**src/rtl/hilo_seq_pkg.sv**
```systemverilog
// Shared definitions for the HI/LO multiply/divide sequencer.
// Divide support is controlled by the HILO_SEQ_DIVU_EN macro in the other files.
package hilo_seq_pkg;

    typedef enum logic [1:0] {
        ST_IDLE = 2'd0,
        ST_RUN  = 2'd1,
        ST_DONE = 2'd2
    } state_e;

    typedef enum logic {
        OP_MULTU = 1'b0,
        OP_DIVU  = 1'b1
    } op_e;

    localparam int          ITER      = 32;
    localparam int          LATENCY   = 33;
    localparam int          CNT_W     = 6;
    localparam logic [31:0] DIV0_QUOT = 32'hFFFF_FFFF;

endpackage

```
**src/rtl/hilo_seq_step.sv**
```systemverilog
// Combinational radix-2 iteration: shift-add for multu, restoring step for divu.
// The divu path exists only when HILO_SEQ_DIVU_EN is defined.
module hilo_step
    import hilo_seq_pkg::*;
(
    input  op_e         op_i,
    input  logic [63:0] acc_i,
    input  logic [31:0] operand_i,
    output logic [63:0] acc_o
);

    logic [32:0] add_sum;

    // Multiplier bits sit in acc[31:0] and shift out at the bottom as the product shifts in.
    assign add_sum = {1'b0, acc_i[63:32]} + (acc_i[0] ? {1'b0, operand_i} : 33'd0);

`ifdef HILO_SEQ_DIVU_EN
    logic [32:0] rem_sh;
    logic [32:0] trial;

    always_comb begin
        rem_sh = acc_i[63:31];
        trial  = rem_sh - {1'b0, operand_i};
        if (op_i == OP_DIVU) begin
            if (!trial[32]) begin
                acc_o = {trial[31:0], acc_i[30:0], 1'b1};
            end else begin
                acc_o = {rem_sh[31:0], acc_i[30:0], 1'b0};
            end
        end else begin
            acc_o = {add_sum, acc_i[31:1]};
        end
    end
`else
    logic unused_op;
    assign unused_op = op_i;
    assign acc_o     = {add_sum, acc_i[31:1]};
`endif

endmodule

```
**src/rtl/hilo_seq.sv**
```systemverilog
// Iterative multu/divu sequencer owning the architectural HI/LO registers.
// Divide support only when HILO_SEQ_DIVU_EN is defined; otherwise every op is multu.
module hilo_seq
    import hilo_seq_pkg::*;
(
    input  logic        clk,
    input  logic        rst_n,
    input  logic        start,
    input  logic        op,
    input  logic [31:0] opa,
    input  logic [31:0] opb,
    input  logic        flush,
    input  logic        mf_req,
    output logic        busy,
    output logic        stall,
    output logic        done,
    output logic [31:0] HI_q,
    output logic [31:0] LO_q
);

    state_e             state_q, state_d;
    logic [CNT_W-1:0]   cnt_q, cnt_d;
    logic [63:0]        acc_q, acc_d, step_acc;
    logic [31:0]        opa_q, opa_d, opb_q, opb_d;
    logic [31:0]        hi_d, lo_d;
    op_e                op_q, op_d, op_in;
    logic               accept, last_iter;

`ifdef HILO_SEQ_DIVU_EN
    assign op_in = op_e'(op);
`else
    logic unused_op;
    assign unused_op = op;
    assign op_in     = OP_MULTU;
`endif

    assign accept    = start && !flush && (state_q == ST_IDLE || state_q == ST_DONE);
    assign last_iter = (state_q == ST_RUN) && (cnt_q == CNT_W'(ITER - 1));

    hilo_step u_step (
        .op_i      (op_q),
        .acc_i     (acc_q),
        .operand_i ((op_q == OP_DIVU) ? opb_q : opa_q),
        .acc_o     (step_acc)
    );

    always_ff @(posedge clk or negedge rst_n) begin
        if (!rst_n) begin
            state_q <= ST_IDLE;
        end else begin
            state_q <= state_d;
        end
    end

    always_comb begin
        state_d = state_q;
        case (state_q)
            ST_IDLE: if (accept) state_d = ST_RUN;
            ST_RUN: begin
                if (flush)          state_d = ST_IDLE;
                else if (last_iter) state_d = ST_DONE;
            end
            ST_DONE: state_d = accept ? ST_RUN : ST_IDLE;
            default: state_d = ST_IDLE;
        endcase
    end

    always_comb begin
        busy  = (state_q == ST_RUN);
        done  = (state_q == ST_DONE);
        stall = busy & (mf_req | start);
    end

    always_comb begin
        cnt_d = cnt_q;
        acc_d = acc_q;
        opa_d = opa_q;
        opb_d = opb_q;
        op_d  = op_q;
        hi_d  = HI_q;
        lo_d  = LO_q;
        if (accept) begin
            opa_d = opa;
            opb_d = opb;
            op_d  = op_in;
            cnt_d = '0;
            acc_d = {32'd0, (op_in == OP_DIVU) ? opa : opb};
        end else if (state_q == ST_RUN && !flush) begin
            acc_d = step_acc;
            cnt_d = cnt_q + CNT_W'(1);
            if (last_iter) begin
                hi_d = step_acc[63:32];
                lo_d = step_acc[31:0];
                // Divide by zero still runs all iterations; the result is fixed up at load.
                if (op_q == OP_DIVU && opb_q == 32'd0) begin
                    hi_d = opa_q;
                    lo_d = DIV0_QUOT;
                end
            end
        end
    end

    always_ff @(posedge clk or negedge rst_n) begin
        if (!rst_n) begin
            cnt_q <= '0;
            acc_q <= '0;
            opa_q <= '0;
            opb_q <= '0;
            op_q  <= OP_MULTU;
            HI_q  <= '0;
            LO_q  <= '0;
        end else begin
            cnt_q <= cnt_d;
            acc_q <= acc_d;
            opa_q <= opa_d;
            opb_q <= opb_d;
            op_q  <= op_d;
            HI_q  <= hi_d;
            LO_q  <= lo_d;
        end
    end

endmodule

```
**config.mk**
```make
export PLATFORM = sky130hd
export DESIGN_NAME = hilo_seq
export DESIGN_NICKNAME = d
export VERILOG_FILES = /design/src/rtl/hilo_seq_pkg.sv /design/src/rtl/hilo_seq_step.sv /design/src/rtl/hilo_seq.sv
export SDC_FILE = /design/constraint.sdc
export NUM_CORES = 1
export LEC_CHECK = 0
export ABC_AREA = 1
export CAP_MARGIN = 40
export CORE_ASPECT_RATIO = 1.4
export CORE_MARGIN = 5
export CORE_UTILIZATION = 45
export DETAILED_ROUTE_END_ITERATION = 8
export PLACE_DENSITY_LB_ADDON = 0.08
export SLEW_MARGIN = 15
export SYNTH_ARGS = -nofsm -noshare
export SYNTH_HDL_FRONTEND = slang
export SYNTH_HIERARCHICAL = 1
export SYNTH_SLANG_ARGS = --single-unit
```
**constraint.sdc**
```tcl
create_clock -name clk -period 2.81 [get_ports clk]
set_clock_uncertainty 0.15 [all_clocks]
set_input_delay 0.562 -clock clk [delete_from_list [all_inputs] [get_ports clk]]
set_output_delay 0.562 -clock clk [all_outputs]
set_load 0.005 [all_outputs]
```
== Yosys cells after proc, flatten, opt, wreduce, memory -nomap -nowiden ==
Index checks and enable logic that the tools add are counted.

* Bits in registers: 168
* Input port bits: 70
* Output and inout port bits: 67
* Word-level logic and storage cells: 36

* Add/subtract/negate cells: 2
* Eq/ne operators: 5
* Multiplexer cells: 10
* Bitwise operators: 3
* Reduce and logical (&&, ||, !) cells: 10

{| class="wikitable"
|+ Operators by type and width
! cell !! count
|-
| 2-to-1 mux 64 bit || 2
|-
| adder 32 x 33 -> 33 bit || 1
|-
| 2-to-1 mux 32 bit || 1
|-
| 2-to-1 mux 6 bit || 2
|-
| adder 6 x 1 -> 6 bit (second input constant) || 1
|-
| equality test 6 x 5 -> 1 bit (second input constant) || 1
|-
| 2-to-1 mux 2 bit || 3
|-
| case mux 2 bit (3 select lines) || 1
|-
| logical AND 1 bit || 4
|-
| inequality test 3 x 2 -> 1 bit (second input constant) || 1
|-
| AND reduction 3 bit || 1
|-
| equality test 2 x 1 -> 1 bit (second input constant) || 1
|-
| equality test 2 bit (second input constant) || 1
|-
| logical NOT 2 bit || 1
|-
| inequality test 2 bit (second input constant) || 1
|-
| AND reduction 2 bit || 1
|-
| nonzero test 2 bit || 1
|-
| AND 1 bit || 1
|-
| logical NOT 1 bit || 1
|-
| logical OR 1 bit || 1
|-
| 2-to-1 mux 1 bit || 1
|-
| NOT 1 bit || 1
|-
| bitwise OR 1 bit || 1
|}

== Depth between registers and ports, before layout ==
* Depth after elaboration: 5
* Depth in mapped cells: 16

== By module ==
Netlist, hierarchy kept.

{| class="wikitable"
|+ Modules (own cells, without submodules)
! module !! times used !! cells each !! area an instance (um2) !! sequential area each (um2)
|-
| hilo_seq || 1 || 782 || 6845.3 || 4204.0
|-
| hilo_step || 1 || 599 || 2907.8 || 0.0
|}

== Worst setup path before layout ==
No wires, ideal clock.

* Kind: flip-flop to flip-flop
* Start point: register acc_q[0]
* End point: register HI_q[30]
* Arrival: 1.916 ns
* Path slack: 0.628 ns
* Cell stages (with the launch flop): 17
* Path buffers: 1
* Cells stage by stage: dfrtp_1 clkbuf_1 nand2_1 inv_1 ha_1 nand2_1 inv_1 a21oi_1 nand2_2 nand2_1 nand2_2 nand2_1 nand2_1 nand2_1 nand2_1 nand3_1 nand2_1

* Cells in the longest elaborated chain, start to end: 2

{| class="wikitable"
|+ RTL lines
! item !! RTL line !! text
|-
| from (decl) || hilo_seq.sv:23 || <nowiki>logic [63:0] acc_q, acc_d, step_acc;</nowiki>
|-
| from (signal assigned) || hilo_seq.sv:106 || <nowiki>acc_q <= '0;</nowiki>
|-
| from (signal assigned) || hilo_seq.sv:114 || <nowiki>acc_q <= acc_d;</nowiki>
|-
| 2-to-1 mux 32 bit || hilo_seq_step.sv:15 || <nowiki>assign add_sum = {1'b0, acc_i[63:32]} + (acc_i[0] ? {1'b0, operand_i} : 33'd0);</nowiki>
|-
| adder 32 x 33 -> 33 bit || hilo_seq_step.sv:15 ||
|-
| net step_acc[62] || hilo_seq.sv:23 ||
|-
| to (signal assigned) || hilo_seq.sv:118 || <nowiki>HI_q <= hi_d;</nowiki>
|-
| to (decl) || hilo_seq.sv:17 || <nowiki>output logic [31:0] HI_q,</nowiki>
|}

The timed path passes the listed nets, and every way through them passes these cells.
A chain may end at the register's enable or synchronous reset.

== Final worst setup path ==
* Start point: register acc_q[0]
* End point: register acc_q[55]

* Cells in the longest elaborated chain, start to end: 4

{| class="wikitable"
|+ RTL lines
! item !! RTL line !! text
|-
| 2-to-1 mux 32 bit || hilo_seq_step.sv:15 ||
|-
| adder 32 x 33 -> 33 bit || hilo_seq_step.sv:15 ||
|-
| net step_acc[55] || hilo_seq.sv:23 ||
|-
| 2-to-1 mux 64 bit || hilo_seq.sv:88 || <nowiki>end else if (state_q == ST_RUN && !flush) begin</nowiki>
|-
| 2-to-1 mux 64 bit || hilo_seq.sv:82 || <nowiki>if (accept) begin</nowiki>
|}

The timed path passes the listed nets, and every way through them passes these cells. The select of a mux whose other input is x is not followed.

==> metrics.md <==
| Metric | Value |
|---|---|
| CP Class | `flop to flop` |
| Crit-path max cell delay | `~0.47 ns` |
| Synth Instances | `between 1000 and 1500` |
| Placed Area | `about 11000 um2` |
| Max Freq | `0.389 GHz` |
| GRT Util Overall | `slightly above 20%` |
| Total number of vias | `roughly 8300` |
| First-iteration detailed-routing DRC count | `between 400 and 500` |
| VDD IR max | `between 400 and 500 uV` |
| CTS clk-pin slew, worst paths | `approximately 0.070 ns` |
| Min-delay worst type | `flop to flop` |
| Final Critical Period | `between 2 and 3 ns` |
| RePlAce Congestion | `slightly below 0.9` |
| Area growth syn-to-layout | `20.6%` |
| DRC | `0` |
| Largest net degree at the start of global routing | `58` |
| Root buffer cell | `clkbuf_16` |
| Avg Cell Area, Syn | `approximately 7 um2` |
| Die Span X | `about 130 um` |
| Worst R2R Setup Slack | `0.24 ns` |
| Setup Fix Bufs, Post-CTS | `0` |
| Tcrit/Tclk final | `approximately 91%` |
| Power Density | `between 600 and 700 nW/um2` |
| Final hold vios | `0` |
| Initial antenna violation count | `0` |
| Max FO, Critical Path | `4` |
| Synth warnings | `6` |
| I/O Buffers | `roughly 140` |
| Clk sink count | `about 170` |
| Final Setup Violations | `0` |
| CP arrival | `about 2.7 ns` |
| Setup crit end kind | `flop` |
| Vias per Instance | `between 4 and 5` |
| Share of cells above drive strength 1 | `between 5 and 6%` |
| Max-cap violation count | `0` |
| Die footprint | `approximately 25000 um2` |
| GRT Residual Overflow | `0` |
| First-pass GRT wire length | `41600 um` |
| Outcome | `completed` |
| TritonCTS clock tree | `yes` |
| Cell Area, Synth | `9750 um2` |
| IO Count | `~140` |
| Vias in the first global route | `8418` |
| Total chip power | `just over 8 mW` |
| Hold slack | `0.317 ns` |
| Critical Path RT | `just under 3 ns` |
| Final instance area | `between 10000 and 15000 um2` |
| Die height | `around 180 um` |
| ANT cells | `0` |
| Mapped Nets | `between 1000 and 1500` |
| Startpoint Class | `flop` |
| Core area | `~21000 um2` |
| HPWL Detailed | `around 18000 um` |
| Drt pass-1 iters | `5` |
| Worst path most repeated cell | `nand2_1` |
| Relative slew margins | `65.2%` |
| Avg WL per Cell | `13.9 um` |
| CP Cell Sequence | `nand2_1 -> inv_1 -> ha_1 -> fa_1 -> nand3_1 -> nand3_2 -> nand2_1 -> nand2_2 -> nand3_1 -> nand3_1 -> nand2_1 -> nand2_1 -> nand2_1 -> nand2_1` |
| Worst slew pin tran | `roughly 0.52 ns` |
| Starting Density | `45.8%` |
| Cell Rows | `63` |
| RSZ-0062 raised after global routing | `false` |
| Worst-Skew Late Latency | `around 0.43 ns` |
| Max-slew violations | `0` |
| Max clock buf depth | `2` |
| Final Net Count | `around 1600` |
| Post-Route WL | `between 20000 and 25000 um` |
| TNS Setup | `0 ns` |
| Antenna viol nets, final | `0` |
| TritonCTS buffer count | `17` |
| H-tree levels | `4` |
| Leak | `6.67 nW` |
| CP max stage cell | `dfrtp_2` |
[final timing paths]
path                       depth (start not counted)      from        end
max reg2reg                                       14  acc_q[0]  acc_q[55]
min                                                2  LO_q[12]   LO_q[12]
min in group asynchronous                          2     rst_n   LO_q[27]
max                                               14  acc_q[0]  acc_q[55]
min reg2reg                                        2  LO_q[12]   LO_q[12]
max in group asynchronous                          3     rst_n   acc_q[3]
[critical path: cells and delay by family, from the launching register on]
kind / cells / cell delay (ns)
simple gates: 11 / 1.10
fa+ha+maj: 2 / 0.69
flops: 1 / 0.47
buf+inv: 1 / 0.04
[what timing repair did]
action	in CTS	in global routing
endpoints found under the setup margin	0	3
endpoints found under the hold margin	31	0
hold buffers	1	0
gates resized for setup	0	1
[area by class of cell]
class	count	area, um2
timing repair buffer	154	1570
fill	2111	9530
sequential	168	4210
clock buffer	20	457
multi-input combinational	940	4350
tap	260	325
clock inverter	12	143
inverter	189	709
[sequential cells by signal, indices dropped and copies added, names as in the netlist]
register	flops
acc_q	64
HI_q	32
LO_q	32
opa_q	32
cnt_q	6
state_q	2
[power breakdown]
part           switching (mW)  internal, mW  leakage, nW
Sequential              0.275          2.83         2.18
Clock                    1.04          1.37        0.279
Combinational            1.62         0.920         4.22
Total                    2.94          5.12         6.67
[metrics by stage]
step | instances | util [%] | setup slack, ns
global route | 1743 | 55.2 | 0.00933
finish | 1743 | 55.2 | 0.241
global placement | 1710 | 52.4 | 0.228
detailed placement | 1710 | 52.4 | 0.193
CTS | 1743 | 55.2 | 0.178
floorplan | 1380 | - | 0.628
[routing by layer]
layer	share of wire, %	vias up	global-route usage [%]
met5	0	-	0
met4	1.5	0	4.97
met3	3.4	19	3.28
met2	50	138	36.6
met1	45	3787	26.4
li1	-	4377	-
[cells in the final DEF (no fill, tap or decap), types with 6 or more instances in the layout]
| master | instances |
|---|---|
| inv_1 | 187 |
| buf_12 | 6 |
| nand3_1 | 124 |
| nand2_1 | 490 |
| clkdlybuf4s50_1 | 134 |
| xor2_1 | 15 |
| ha_1 | 33 |
| clkbuf_16 | 17 |
| buf_4 | 12 |
| nand2_2 | 15 |
| o21ai_0 | 36 |
| a21oi_1 | 22 |
| nor3_1 | 38 |
| nor2_1 | 140 |
| dfrtp_1 | 167 |
Power figures use the tool's default switching activity.
